===== config.mk =====
export PLATFORM = sky130hd
export DESIGN_NAME = iter_muldiv_unit
export DESIGN_NICKNAME = d
export VERILOG_FILES = /design/src/rtl/muldiv_pkg.sv /design/src/rtl/muldiv_sign_fix.sv /design/src/rtl/iter_muldiv_unit.sv
export SDC_FILE = /design/constraint.sdc
export NUM_CORES = 1
export LEC_CHECK = 0
export BUFFER_PORTS_ARGS = -buffer_cell sky130_fd_sc_hd__buf_2
export CAP_MARGIN = 15
export CELL_PAD_IN_SITES_DETAIL_PLACEMENT = 0
export CELL_PAD_IN_SITES_GLOBAL_PLACEMENT = 1
export CORE_MARGIN = 3
export CORE_UTILIZATION = 44
export CTS_BUF_LIST = sky130_fd_sc_hd__clkbuf_8
export CTS_CLUSTER_SIZE = 20
export DETAILED_ROUTE_END_ITERATION = 12
export GPL_ROUTABILITY_DRIVEN = 0
export GPL_TIMING_DRIVEN = 0
export PLACE_DENSITY = 0.88
export SYNTH_ARGS = -nofsm -noshare
export SYNTH_HDL_FRONTEND = slang
export SYNTH_HIERARCHICAL = 1
export SYNTH_SLANG_ARGS = --single-unit
export TNS_END_PERCENT = 100

===== constraint.sdc =====
create_clock -name clk -period 3.1 [get_ports clk]
set_input_delay 0 -clock clk [delete_from_list [all_inputs] [get_ports clk]]
set_output_delay 0 -clock clk [all_outputs]
set_load 0.005 [all_outputs]

===== src/rtl/muldiv_pkg.sv =====
// Shared encodings for the iterative multiply/divide engine:
// operation codes and the control FSM states.
package muldiv_pkg;

   localparam logic [1:0] OP_MULT  = 2'b00;
   localparam logic [1:0] OP_MULTU = 2'b01;
   localparam logic [1:0] OP_DIV   = 2'b10;
   localparam logic [1:0] OP_DIVU  = 2'b11;

   typedef enum logic [2:0] {
      IDLE,
      PREP,
      CALC,
      FIXUP,
      DONE
   } state_t;

endpackage


===== src/rtl/muldiv_sign_fix.sv =====
// Conditional two's-complement negate; acts as abs() when
// neg is driven by the operand's own sign bit.
module muldiv_sign_fix #(
   parameter int WIDTH = 32
) (
   input  logic [WIDTH-1:0] din,
   input  logic             neg,
   output logic [WIDTH-1:0] dout
);

   assign dout = neg ? (~din + WIDTH'(1)) : din;

endmodule


===== src/rtl/iter_muldiv_unit.sv =====
// Radix-2 iterative MULT/MULTU/DIV/DIVU engine producing HI/LO
// with a start/busy/done handshake and synchronous abort.
module iter_muldiv_unit
   import muldiv_pkg::*;
#(
   parameter  int WIDTH = 32,
   localparam int CNT_W = $clog2(WIDTH + 1)
) (
   input  logic             clk,
   input  logic             reset,
   input  logic             start,
   input  logic [1:0]       op,
   input  logic             abort,
   input  logic [WIDTH-1:0] opr_a,
   input  logic [WIDTH-1:0] opr_b,
   output logic             busy,
   output logic             done,
   output logic [WIDTH-1:0] result_hi,
   output logic [WIDTH-1:0] result_lo,
   output logic             div_by_zero
);

   state_t           state;
   state_t           state_nx;
   logic [CNT_W-1:0] cnt;
   logic [1:0]       op_q;
   logic [WIDTH-1:0] a_q;
   logic [WIDTH-1:0] b_q;
   logic [WIDTH-1:0] d_q;
   logic [WIDTH-1:0] hi_q;
   logic [WIDTH-1:0] lo_q;

   logic accept;
   logic is_signed;
   logic is_div;
   logic sign_a;
   logic sign_b;

   logic [WIDTH-1:0]   abs_a;
   logic [WIDTH-1:0]   abs_b;
   logic [2*WIDTH-1:0] prod_fix;
   logic [WIDTH-1:0]   quo_fix;
   logic [WIDTH-1:0]   rem_fix;

   logic [WIDTH:0]   mul_sum;
   logic [WIDTH:0]   div_shift;
   logic             div_ge;
   logic [WIDTH-1:0] div_diff;

   assign accept    = start && !abort
                    && (state == IDLE || state == DONE);
   assign is_signed = (op_q == OP_MULT) || (op_q == OP_DIV);
   assign is_div    = (op_q == OP_DIV) || (op_q == OP_DIVU);
   assign sign_a    = is_signed & a_q[WIDTH-1];
   assign sign_b    = is_signed & b_q[WIDTH-1];

   muldiv_sign_fix #(.WIDTH(WIDTH)) u_abs_a (
      .din  (a_q),
      .neg  (sign_a),
      .dout (abs_a)
   );

   muldiv_sign_fix #(.WIDTH(WIDTH)) u_abs_b (
      .din  (b_q),
      .neg  (sign_b),
      .dout (abs_b)
   );

   muldiv_sign_fix #(.WIDTH(2*WIDTH)) u_fix_prod (
      .din  ({hi_q, lo_q}),
      .neg  (sign_a ^ sign_b),
      .dout (prod_fix)
   );

   muldiv_sign_fix #(.WIDTH(WIDTH)) u_fix_quo (
      .din  (lo_q),
      .neg  (sign_a ^ sign_b),
      .dout (quo_fix)
   );

   // Remainder follows the dividend's sign (truncating division).
   muldiv_sign_fix #(.WIDTH(WIDTH)) u_fix_rem (
      .din  (hi_q),
      .neg  (sign_a),
      .dout (rem_fix)
   );

   assign mul_sum   = {1'b0, hi_q}
                    + (lo_q[0] ? {1'b0, d_q} : '0);
   assign div_shift = {hi_q, lo_q[WIDTH-1]};
   assign div_ge    = div_shift >= {1'b0, d_q};
   assign div_diff  = div_shift[WIDTH-1:0] - d_q;

   always_ff @(posedge clk or negedge reset) begin
      if (!reset) begin
         state <= IDLE;
      end else begin
         state <= state_nx;
      end
   end

   always_comb begin
      state_nx = state;
      if (abort) begin
         state_nx = IDLE;
      end else begin
         case (state)
            IDLE:    state_nx = start ? PREP : IDLE;
            PREP:    state_nx = CALC;
            CALC:    state_nx = (cnt == CNT_W'(1)) ? FIXUP : CALC;
            FIXUP:   state_nx = DONE;
            DONE:    state_nx = start ? PREP : IDLE;
            default: state_nx = IDLE;
         endcase
      end
   end

   always_comb begin
      busy = 1'b0;
      done = 1'b0;
      case (state)
         PREP, CALC, FIXUP: busy = 1'b1;
         DONE:              done = 1'b1;
         default:           ;
      endcase
   end

   always_ff @(posedge clk or negedge reset) begin
      if (!reset) begin
         cnt         <= '0;
         op_q        <= '0;
         a_q         <= '0;
         b_q         <= '0;
         d_q         <= '0;
         hi_q        <= '0;
         lo_q        <= '0;
         result_hi   <= '0;
         result_lo   <= '0;
         div_by_zero <= 1'b0;
      end else begin
         if (accept) begin
            op_q <= op;
            a_q  <= opr_a;
            b_q  <= opr_b;
         end
         case (state)
            PREP: begin
               hi_q <= '0;
               lo_q <= abs_a;
               d_q  <= abs_b;
               cnt  <= CNT_W'(WIDTH);
            end
            CALC: begin
               cnt <= cnt - CNT_W'(1);
               if (is_div) begin
                  hi_q <= div_ge ? div_diff
                                 : div_shift[WIDTH-1:0];
                  lo_q <= {lo_q[WIDTH-2:0], div_ge};
               end else begin
                  hi_q <= mul_sum[WIDTH:1];
                  lo_q <= {mul_sum[0], lo_q[WIDTH-1:1]};
               end
            end
            FIXUP: begin
               if (!abort) begin
                  if (!is_div) begin
                     {result_hi, result_lo} <= prod_fix;
                     div_by_zero <= 1'b0;
                  end else if (d_q == '0) begin
                     result_hi   <= a_q;
                     result_lo   <= '1;
                     div_by_zero <= 1'b1;
                  end else begin
                     result_hi   <= rem_fix;
                     result_lo   <= quo_fix;
                     div_by_zero <= 1'b0;
                  end
               end
            end
            default: ;
         endcase
      end
   end

endmodule

# Yosys cells after proc, flatten, opt, wreduce, memory -nomap -nowiden
# Cells that the tools add are included.
# totals
word_cells	73
regBits	236
input_bits	70
# op_classes
order_cmp	1
n_reduce_logical	13
n_mux	24
bitwise_logic	9
n_eq_ne	7
n_addsub	8
# ops
cell	n
$mux W32	12
$add A32 B1 Y32 const B	4
$not A32 Y32	4
$pmux W32 S2	2
$add A64 B1 Y64 const B	1
$mux W64	1
$not A64 Y64	1
$add A32 B32 Y33	1
$ge A33 B32 Y1	1
$logic_not A32 Y1	1
$sub A32 B32 Y32	1
$pmux W3 S4	1
$pmux W6 S2	1
$eq A3 B2 Y1 const B	2
$eq A6 B1 Y1 const B	1
$mux W1	6
$sub A6 B1 Y6 const B	1
$eq A2 B2 Y1 const B	2
$eq A3 B1 Y1 const B	1
$eq A3 B3 Y1 const B	1
$logic_not A3 Y1	1
$logic_or A1 B1 Y1	3
$mux W3	1
$reduce_or A3 Y1	1
9 further kinds	11

# Depth between registers and ports, before layout
# Gate-level depths: netlist of the first run.
# depth
word_depth	7
mapped_depth	14
depth_no_buf	13

# Cells and area by module
# The synthesis of the first run kept the hierarchy.
# by_module_without_submodules
module	seq_area_each_um2	n_inst	cells_per_inst	area_per_inst_um2
iter_muldiv_unit	5905.7	1	1617	14545.2
muldiv_sign_fix (u_abs_a ...)	0.0	4	99	777.0
muldiv_sign_fix (u_fix_prod)	0.0	1	206	1649.1

# Worst setup path after synthesis of the first run
# No wires, ideal clock.
# synth_timing
path_type	flip-flop to flip-flop
from	register lo_q[0]
to	register hi_q[23]
arrival_ns	3.055
t_required_ns	2.976
setup_slack_ns	-0.079
stages_incl_launch_ff	15
synth_period_minus_slack_ns	3.179
path_cell_list	dfrtp_1 clkbuf_1 and2_1 ha_1 inv_1 fa_1 nand2b_1 a21oi_1 o41ai_1 a21o_1 a31oi_1 o21ai_1 and3_1 o21a_1 a211o_1
# synth_via
elab_chain_len	4
# synth_lines
element	line	source
from (decl)	iter_muldiv_unit.sv:31	logic [WIDTH-1:0] lo_q;
from (signal assigned)	iter_muldiv_unit.sv:149	lo_q <= abs_a;
from (signal assigned)	iter_muldiv_unit.sv:158	lo_q <= {lo_q[WIDTH-2:0], div_ge};
from (signal assigned)	iter_muldiv_unit.sv:161	lo_q <= {mul_sum[0], lo_q[WIDTH-1:1]};
$mux W32	iter_muldiv_unit.sv:89	+ (lo_q[0] ? {1'b0, d_q} : '0);
$add A32 B32 Y33	iter_muldiv_unit.sv:89	
$mux W32	iter_muldiv_unit.sv:155	if (is_div) begin
$pmux W32 S2	iter_muldiv_unit.sv:146	case (state)
to (signal assigned)	iter_muldiv_unit.sv:156	hi_q <= div_ge ? div_diff
to (signal assigned)	iter_muldiv_unit.sv:160	hi_q <= mul_sum[WIDTH:1];
to (decl)	iter_muldiv_unit.sv:30	logic [WIDTH-1:0] hi_q;
# No other way between the ends.
# A chain may end at the register's enable or synchronous reset.

# Final worst setup path of the first run
# layout_timing
from	register lo_q[31]
to	register hi_q[30]
# layout_via
elab_chain_len	4
# layout_lines
element	line
$sub A32 B32 Y32 or $ge A33 B32 Y1 (tied branches)	iter_muldiv_unit.sv:92, iter_muldiv_unit.sv:91
$mux W32 *	iter_muldiv_unit.sv:156
$mux W32 *	iter_muldiv_unit.sv:155
$pmux W32 S2 *	iter_muldiv_unit.sv:146
# Every way passes the cells marked *; elsewhere a longest branch is shown, timed or not.

==> metrics.cfg, run 1 <==
[synthesis]
ys_warn_count=6
syn_area_per_cell_um2=8.699
synth-edff-count=0
async_flop_share=1.000
synth_cells=2219
ys_seq_area_frac=0.3060
synth-seq-cells=236
syn_nets=2362
synth.cell_area_um2=19300
synthDistinctLibCells=99
synth-main-ff-cell=dfrtp_1

[pwr]
p_per_area_nw_per_um2=1039
leakage_nw=9.493
p_total_mw=24.59
vdd_drop_max_mv=0.5046

[finish]
areaGrowthSynthToFinish_pct=22.67
fillers=3921
nets=2658
diodes=0
finalNonFillerCells=3137
post-route-util=0.5485
drive_gt1_frac=0.2312
design_area_um2=23680

[sta]
finalHoldViolations=0
period_share=1.035
max_clock_freq_ghz=0.3116
hold_slack_ns=0.02656
tightest_slew_ns=0.9986
skew_ns=0.03899
rsz0062_at_grt=true
fin_crit_ns=3.209
fin_ws_ns=-0.1089
setup_tns_ns=-0.2935
slew_headroom=0.3343
setup_viol=5
report.final.slew_viol_count=0

[run]
drv_cap=0

[setup_path]
crit_arrival_ns=3.72
rrSetupSlack_ns=-0.11
critPathMaxFanout=3
r2r_cells=13
rr_endpoint=hi_q[30]$_DFFE_PN0N_
worstSetupPathType=flop to flop
reg2reg_from=lo_q[31]$_DFFE_PN0N_
cp-end-kind=flop
startpoint_type=flop
worstPathRequired_ns=3.61

[floorplanning]
core_um2=43170
die_area_um2=46420
row_count=76
die_y_um=215.5
io_pins=137
floorplan.initialDensity=0.4471
die_width_um=215.5

[route]
drcViolationCount=0
wl_met3_um=4944
vias_per_cell=5.976
drtAntennaViolNets=0
drt_iter0_markers=2034
routed-wl-met2_um=31520
via_count=18750
highest-signal-layer=met4
wirelength_met1_um=27150
first_pass_iters=5
wirelength_um=67170
wire_per_inst_um=21.41

[run_status]
violations=negative setup slack
status=finished with violations

[placement]
dp_hpwl_um=49820
postPlaceCellArea_um2=20780
io_buffers=136
dpl_worst_slack_ns=-0.8520
dp_cells=2944

[clock_tree]
cts_made_buffers=45
clk_pin_slew_ns=0.06
cts_sinks=236
htreeDepth=2
clockBufferDepth=3
cts_tree=yes
clock_latency_ns=0.64
root_buffer=clkbuf_8

[global_route]
grt_usage=0.2781
gr-total-overflow=0
grt_pass1_wl_um=103000
grt_antenna_before_repair=0
grt_start_max_net_pins=127
grt_pass1_vias=18470

[worst_hold_path]
hp-class=input pin to asynchronous set/reset pin

==> layout by cell type (no fill, tap or decap), types with 43 or more instances in the layout <==
cell             n
ha_1            43
nor2_1         114
mux2_2          68
o31ai_1         54
clkbuf_8        59
a21oi_1         79
xnor2_1        216
buf_2          141
mux2i_1         75
o21ai_0        253
nand2_1        292
dfrtp_1        209
clkbuf_1        73
buf_4           50
inv_1           76
dlygate4sd3_1   69
==> state kept, by name, summed over array words and instances, names as in the netlist, 3 cells and up <==
register   cells
result_hi     32
lo_q          32
d_q           32
b_q           32
result_lo     32
cnt            6
a_q           32
state          3
hi_q          32
==> synth_stat cells, drive strengths merged, types with 10 or more instances <==
master	instances	area (um2)
a21o	20	150.1
a21oi	94	474.2
a221o	33	330.3
a31oi	20	125.1
and2	34	212.7
buf	34	190.2
clkbuf	88	342.8
dfrtp	236	5906
ha	71	888.4
inv	67	251.5
mux2	69	777.0
mux2i	76	760.7
nand2	293	1100
nand2b	22	137.6
nand3	34	202.7
nand4	28	196.4
nor2	121	464.2
nor2b	20	132.6
nor3	31	176.4
nor4	37	493.0
o211ai	17	132.6
o21ai	272	1365
o21bai	10	75.07
o31ai	64	515.5
o41ai	52	643.1
or2	12	75.07
or3	20	136.4
or4	17	152.6
xnor2	218	1909
xor2	18	157.7
==> worst max-delay path by stage <==
stage	from	to	slack [ns]
floorplan	lo_q[0]$_DFFE_PN0N_	hi_q[23]$_DFFE_PN0N_	0.007
global placement	reset	lo_q[0]$_DFFE_PN0N_	-2.37
detailed placement	lo_q[0]$_DFFE_PN0N_	hi_q[23]$_DFFE_PN0N_	-0.85
CTS	lo_q[0]$_DFFE_PN0N_	hi_q[23]$_DFFE_PN0N_	-0.08
global route	lo_q[31]$_DFFE_PN0N_	hi_q[30]$_DFFE_PN0N_	-0.21
finish	lo_q[31]$_DFFE_PN0N_	hi_q[30]$_DFFE_PN0N_	-0.11
==> cells by family (layout without fill, tap and decap cells) <==
kind of cell               after synthesis  count (layout)  share of synthesized area
buffers and inverters                  192             525                    0.04187
adders and majority gates               73              73                    0.04810
muxes                                  145             145                    0.07967
AOI/OAI and AO/OA                      631             631                     0.2197
xor gates and xnor gates               236             236                     0.1071
and+or+nand+nor                        706             706                     0.1976
DFF                                    236             236                     0.3060
==> where the power goes <==
part	internal, mW	switching [mW]	leakage (nW)	total (mW)
logic	6.51	7.97	5.99	14.5
registers	4.22	2.49	2.94	6.71
clock network	1.95	1.46	0.568	3.41
total	12.7	11.9	9.49	24.6
==> layout make-up <==
| class | instances | area [um2] | share of cell area |
|---|---|---|---|
| Inverter | 68 | 255.2 | 0.01078 |
| Multi-Input combinational cell | 1791 | 13370 | 0.5644 |
| Tap cell | 585 | 732.0 | 0.03091 |
| Timing Repair Buffer | 253 | 1772 | 0.07482 |
| Clock buffer | 58 | 798.3 | 0.03371 |
| Clock inverter | 26 | 214.0 | 0.009036 |
| Sequential cell | 236 | 5949 | 0.2513 |
| Buffer | 120 | 593.1 | 0.02505 |
==> timing repair <==
item,in CTS,in global routing
setup buffers,16,28
cloned,0,0
resized for setup,105,111
hold buffers,69,0
endpoints found under the setup margin,71,73
pin swaps,17,39
endpoints found under the hold margin,178,0
==> worst max-delay path: stages (launching register included) <==
cell	delay (ns)
dfrtp_2	0.46
inv_2	0.11
ha_4	0.14
inv_2	0.04
fa_2	0.39
a21o_1	0.21
a221oi_4	0.29
o211ai_1	0.20
a31oi_2	0.41
a31oi_2	0.19
a41oi_2	0.29
xnor2_2	0.13
a21oi_2	0.16
o211ai_2	0.08
==> routing by layer <==
| layer | track usage | vias up |
|---|---|---|
| met5 | 0 | - |
| met4 | 0.1377 | 0 |
| met3 | 0.04140 | 205 |
| met2 | 0.4666 | 910 |
| met1 | 0.3516 | 8969 |
| li1 | - | 8663 |
No activity file was read; power rests on OpenSTA's default activity.
==> inputs of run 2 (changes only) <==
- CORE_UTILIZATION: 44 -> 43
- RECOVER_POWER: not set -> 100
- SYNTH_HIERARCHICAL: 1 -> not set
==> run 2 against run 1 <==
Effect of this change:
- the run ends with max-capacitance violations, max-slew violations, negative setup slack left
- final cell count shrank 7.0%
- wire length shrank 3.4%
- flip-flop and latch count is the same
- die area shrank 8.9%
- non-clock buffer count grew 26
==> metrics.cfg, run 2 <==
[clock_tree]
clk_pin_slew_ns=0.06
cts_sinks=236
clockBufferDepth=3
htreeDepth=2
root_buffer=clkbuf_8
cts_tree=yes
cts_made_buffers=43
clock_latency_ns=0.62

[route]
wire_per_inst_um=22.23
drcViolationCount=0
wirelength_um=64860
vias_per_cell=6.132
drtAntennaViolNets=0
drt_iter0_markers=2061
via_count=17890
first_pass_iters=6

[synthesis]
syn_nets=2210
ys_seq_area_frac=0.3446
ys_warn_count=0
synth-main-ff-cell=dfrtp_1
yosysMostFrequentCell=dfrtp_1
synth-edff-count=0
synth-seq-cells=236
syn_area_per_cell_um2=8.286
synth_top_area_share=0.3446
synth_cells=2068
async_flop_share=1.000
netlist_top_cells_count=dfrtp_1 (236), nor2_1 (208), o21ai_0 (207)
synthTopCellsByArea=dfrtp_1 (34%), o21ai_0 (6.0%), xnor2_1 (5.8%)
synth_largest_area_cell=dfrtp_1
synth.cell_area_um2=17140
synthDistinctLibCells=78

[placement]
io_buffers=136
postPlaceCellArea_um2=18540
dpl_worst_slack_ns=-1.073
dp_hpwl_um=47660

[global_route]
gr-total-overflow=0
grt_antenna_before_repair=1
grt_usage=0.3005
grt_start_max_net_pins=112
grt_pass1_wl_um=98740
grt_pass1_vias=17170

[sta]
tightest_slew_ns=1.807
report.final.slew_viol_count=147
setup_tns_ns=-1.873
max_clock_freq_ghz=0.3017
skew_ns=0.02529
fin_crit_ns=3.315
fin_ws_ns=-0.2149
finalHoldViolations=0
slew_headroom=-0.2048
period_share=1.069
rsz0062_at_grt=true
setup_viol=33

[setup_path]
worstSetupPathType=flop to flop
rr_endpoint=result_hi[31]$_DFFE_PN0P_
reg2reg_from=lo_q[21]$_DFFE_PN0N_
rrSetupSlack_ns=-0.21
critPathMaxFanout=8
startpoint_type=flop
cp-end-kind=flop
worstPathRequired_ns=3.57
r2r_cells=9
crit_arrival_ns=3.78

[floorplanning]
die_width_um=205.6
io_pins=137
row_count=72
die_y_um=205.6
floorplan.initialDensity=0.4393
die_area_um2=42280
core_um2=39010

[finish]
areaGrowthSynthToFinish_pct=22.85
nets=2513
design_area_um2=21050
drive_gt1_frac=0.1742
layout_common_cells=dfrtp_1 (219), nor2_1 (202), o21ai_0 (193)
fillers=3569
final_common_cell=dfrtp_1

[pwr]
vdd_drop_max_mv=0.4974
p_per_area_nw_per_um2=1054
leakage_nw=8.805

[run_status]
violations=max-capacitance violations, max-slew violations, negative setup slack
status=finished with violations

[worst_hold_path]
hold_end=a_q[15]$_DFFE_PN0P_
min_from=opr_a[15]
hold_depth=4
hp-class=input pin to flop

[run]
drv_cap=2

[run 2: cell types whose count changed after synthesis, sizes merged, moves of 26 or more]
| cell | change |
|---|---|
| o41ai | -42 |
| o31ai | -48 |
| a21oi | +100 |
| o21ai | -64 |
| a221o | -26 |
| nand2 | -115 |
| nor2 | +88 |
| xnor2 | -105 |
| xor2 | +50 |
| clkbuf | +34 |
| mux2i | -42 |
[run 2: power by group]
part | total [mW] | switching, mW | internal [mW]
Combinational | 13.3 | 7.91 | 5.41
Clock | 3.04 | 1.40 | 1.64
Sequential | 5.83 | 1.59 | 4.24
Total | 22.2 | 10.9 | 11.3
[run 2: metrics by stage]
step / instances / utilization / hold slack, ns / total power, mW
global placement: 2722 / 0.4736 / 0.2097 / 17.12
floorplan: 2068 / - / -0.2956 / 13.65
detailed placement: 2724 / 0.4754 / -0.1095 / 17.36
CTS: 2894 / 0.5309 / 0.1022 / 21.25
global route: 2917 / 0.5396 / 0.1571 / 23.54
finish: 2918 / 0.5397 / 0.1330 / 22.20
[run 2: cell type report]
cell class	instances	area, um2	share of cell area
Clock buffer	54	743.2	0.03530
Inverter	71	271.5	0.01290
Buffer	130	599.3	0.02847
Multi-Input combinational cell	1620	10940	0.5196
Timing Repair Buffer	269	1810	0.08600
Tap cell	518	648.1	0.03079
Clock inverter	19	111.4	0.005290
Antenna cell	1	2.502	0.0001189
Sequential cell	236	5927	0.2815
[run 2: how the worst max path moves through the flow]
| stage | from | endpoint | slack (ns) |
|---|---|---|---|
| CTS | lo_q[0]$_DFFE_PN0N_ | hi_q[31]$_DFFE_PN0N_ | -0.06 |
| global route | lo_q[0]$_DFFE_PN0N_ | hi_q[27]$_DFFE_PN0N_ | -0.23 |
| finish | lo_q[21]$_DFFE_PN0N_ | result_hi[31]$_DFFE_PN0P_ | -0.21 |
| detailed placement | lo_q[0]$_DFFE_PN0N_ | hi_q[24]$_DFFE_PN0N_ | -1.07 |
| global placement | reset | b_q[13]$_DFFE_PN0P_ | -2.21 |
| floorplan | lo_q[0]$_DFFE_PN0N_ | hi_q[24]$_DFFE_PN0N_ | 0.03 |
[run 2: cells by family (layout without fill, tap and decap cells)]
logic type / count (synthesis) / count (layout) / synth area share
AOI/OAI and AO/OA: 646 / 646 / 0.2266
xor gates and xnor gates: 181 / 181 / 0.09251
adders and majority gates: 72 / 72 / 0.05345
buffers and inverters: 212 / 543 / 0.04892
DFF: 236 / 236 / 0.3446
muxes: 96 / 96 / 0.06060
other: 0 / 1 / 0
and+or+nand+nor: 625 / 625 / 0.1733
[run 2: routing by layer]
metal  up-vias  global-route usage  wire [um]
li1       8029                   -          -
met1      8590              0.4073      26350
met2      1073              0.4567      28250
met3       201             0.06676       7122
met4         0              0.1401       3140
met5         -                   0          0
[run 2: repair_timing]
action | CTS | global route
hold buffers | 71 | 0
pin swaps | 33 | 26
buffers inserted | 29 | 29
endpoints found under the setup margin | 61 | 82
endpoints found under the hold margin | 212 | 0
gates cloned | 1 | 0
gates resized for setup | 94 | 103
[run 2: worst max-delay path, stage by stage, from the launching register on]
cell and delay [ns]:
dfrtp_2 0.44, or4_4 0.51, or4_1 0.48, nor3b_2 0.35
and3_4 0.37, nor3_2 0.06, a31oi_1 0.23, a21oi_2 0.11
a2111oi_4 0.55, nor2_1 0.07
==> inputs of run 3 (changes only) <==
- CORE_UTILIZATION: 43 -> 42
- CTS_BUF_LIST: sky130_fd_sc_hd__clkbuf_8 -> not set
- MAX_ROUTING_LAYER: not set -> met4
- PLACE_DENSITY: 0.88 -> 0.87
==> run 3 against run 2 <==
Effect of this change:
- the run still ends with max-capacitance violations, max-slew violations, negative setup slack left
- flip-flop and latch count unchanged
- total power up 1.8%
- first-iteration DRC count down 2.2%
- clock power up 6%
- setup slack better by 0.10 ns
- largest cell class unchanged
- clock skew down 0.010 ns
- critical path type unchanged
==> metrics.cfg, run 3 (synthesized netlist as in run 2, its figures left out) <==
[floorplanning]
core_um2=40010
die_area_um2=43260
die_y_um=208.0
io_pins=137
floorplan.initialDensity=0.4283
die_width_um=208.0
row_count=73

[clock_tree]
clockBufferDepth=3
cts_tree=yes
cts_made_buffers=28
root_buffer=clkbuf_16
clk_pin_slew_ns=0.06
cts_sinks=236
htreeDepth=1
clock_latency_ns=0.57

[global_route]
gr-total-overflow=0
grt_start_max_net_pins=113
grt_pass1_vias=17100
grt_usage=0.2946
grt_antenna_before_repair=3
grt_pass1_wl_um=99050

[setup_path]
r2r_cells=10
startpoint_type=flop
rr_endpoint=result_hi[17]$_DFFE_PN0P_
worstPathRequired_ns=3.53
rrSetupSlack_ns=-0.11
cp-end-kind=flop
reg2reg_from=lo_q[21]$_DFFE_PN0N_
worstSetupPathType=flop to flop
crit_arrival_ns=3.64
critPathMaxFanout=6

[route]
via_count=17730
drt_iter0_markers=2016
vias_per_cell=6.112
first_pass_iters=8
drtAntennaViolNets=0
drcViolationCount=0
wirelength_um=65370
wire_per_inst_um=22.53

[finish]
areaGrowthSynthToFinish_pct=23.34
nets=2497
fillers=3777
final_common_cell=dfrtp_1
layout_common_cells=dfrtp_1 (217), nor2_1 (201), o21ai_0 (196)
drive_gt1_frac=0.1771

[placement]
io_buffers=136
dp_hpwl_um=47680

[sta]
period_share=1.037
setup_viol=20
slew_headroom=-0.6073
tightest_slew_ns=2.411
hold_slack_ns=0.1837
fin_ws_ns=-0.1144
setup_tns_ns=-1.210
skew_ns=0.01481
finalHoldViolations=0
report.final.slew_viol_count=102
fin_crit_ns=3.214
max_clock_freq_ghz=0.3111
rsz0062_at_grt=true

[pwr]
vdd_drop_max_mv=0.5642
p_per_area_nw_per_um2=1069
leakage_nw=8.777

[run_status]
violations=max-capacitance violations, max-slew violations, negative setup slack
status=finished with violations

[worst_hold_path]
hold_end=a_q[15]$_DFFE_PN0P_
hold_depth=4
hp-class=input pin to flop
min_from=opr_a[15]

[run]
drv_cap=1

run 3: metrics by stage:
step	cells	util	setup slack [ns]	total power, mW	instance area [um2]
after floorplan	2068	-	0.02773	13.65	17140
after global placement	2729	0.4620	-2.240	17.15	18480
after detailed placement	2732	0.4637	-1.057	17.37	18550
after CTS	2872	0.5199	-0.06317	21.58	20800
after global routing	2901	0.5283	-0.1647	23.92	21140
final	2901	0.5283	-0.1144	22.60	21140
run 3: cell type report:
class,instances,area [um2],share of cell area
buffer,127,579.3,0.02741
timing repair buffer,271,1817,0.08595
antenna,4,10.01,0.0004736
sequential,236,5929,0.2805
tap,525,656.9,0.03108
inverter,71,275.3,0.01302
clock buffer,37,795.8,0.03765
clock inverter,10,85.08,0.004025
multi-input combinational,1620,10990,0.5199
run 3: report_power, final:
part | internal [mW] | switching, mW
logic | 5.52 | 8.00
registers | 4.25 | 1.62
clock network | 1.87 | 1.34
total | 11.6 | 11.0
run 3: layer usage:
metal | vias to the layer above | share of wire | track usage | routed length (um)
li1 | 8024 | - | - | -
met1 | 8422 | 0.41 | 0.3822 | 26500
met2 | 1052 | 0.44 | 0.4503 | 28770
met3 | 232 | 0.11 | 0.06815 | 6959
met4 | 0 | 0.048 | 0.1118 | 3140
met5 | - | 0 | - | 0
run 3: critical path, stage by stage (launching register included):
cell	delay (ns)
dfrtp_1	0.45
or4_4	0.53
or4_4	0.45
nor3b_2	0.34
clkbuf_1	0.18
nand3_2	0.22
nor2_4	0.22
a21oi_1	0.10
xor2_1	0.17
o21ai_2	0.27
o21ai_0	0.12
run 3: timing repair:
item	CTS	global route
pin swaps	27	37
endpoints found under the setup margin	61	64
hold buffers	70	0
endpoints found under the hold margin	192	0
setup buffers	26	32
resized for setup	107	90
cloned	1	1
run 3: worst max-delay path by stage:
stage                                     from                         to  cells after the start
final                     lo_q[21]$_DFFE_PN0N_  result_hi[17]$_DFFE_PN0P_                     10
after global routing      lo_q[21]$_DFFE_PN0N_  result_hi[15]$_DFFE_PN0P_                     10
after CTS                  lo_q[0]$_DFFE_PN0N_       hi_q[31]$_DFFE_PN0N_                     12
after detailed placement   lo_q[0]$_DFFE_PN0N_       hi_q[24]$_DFFE_PN0N_                     13
after global placement                   reset         b_q[9]$_DFFE_PN0P_                      1
after floorplan            lo_q[0]$_DFFE_PN0N_       hi_q[24]$_DFFE_PN0N_                     13
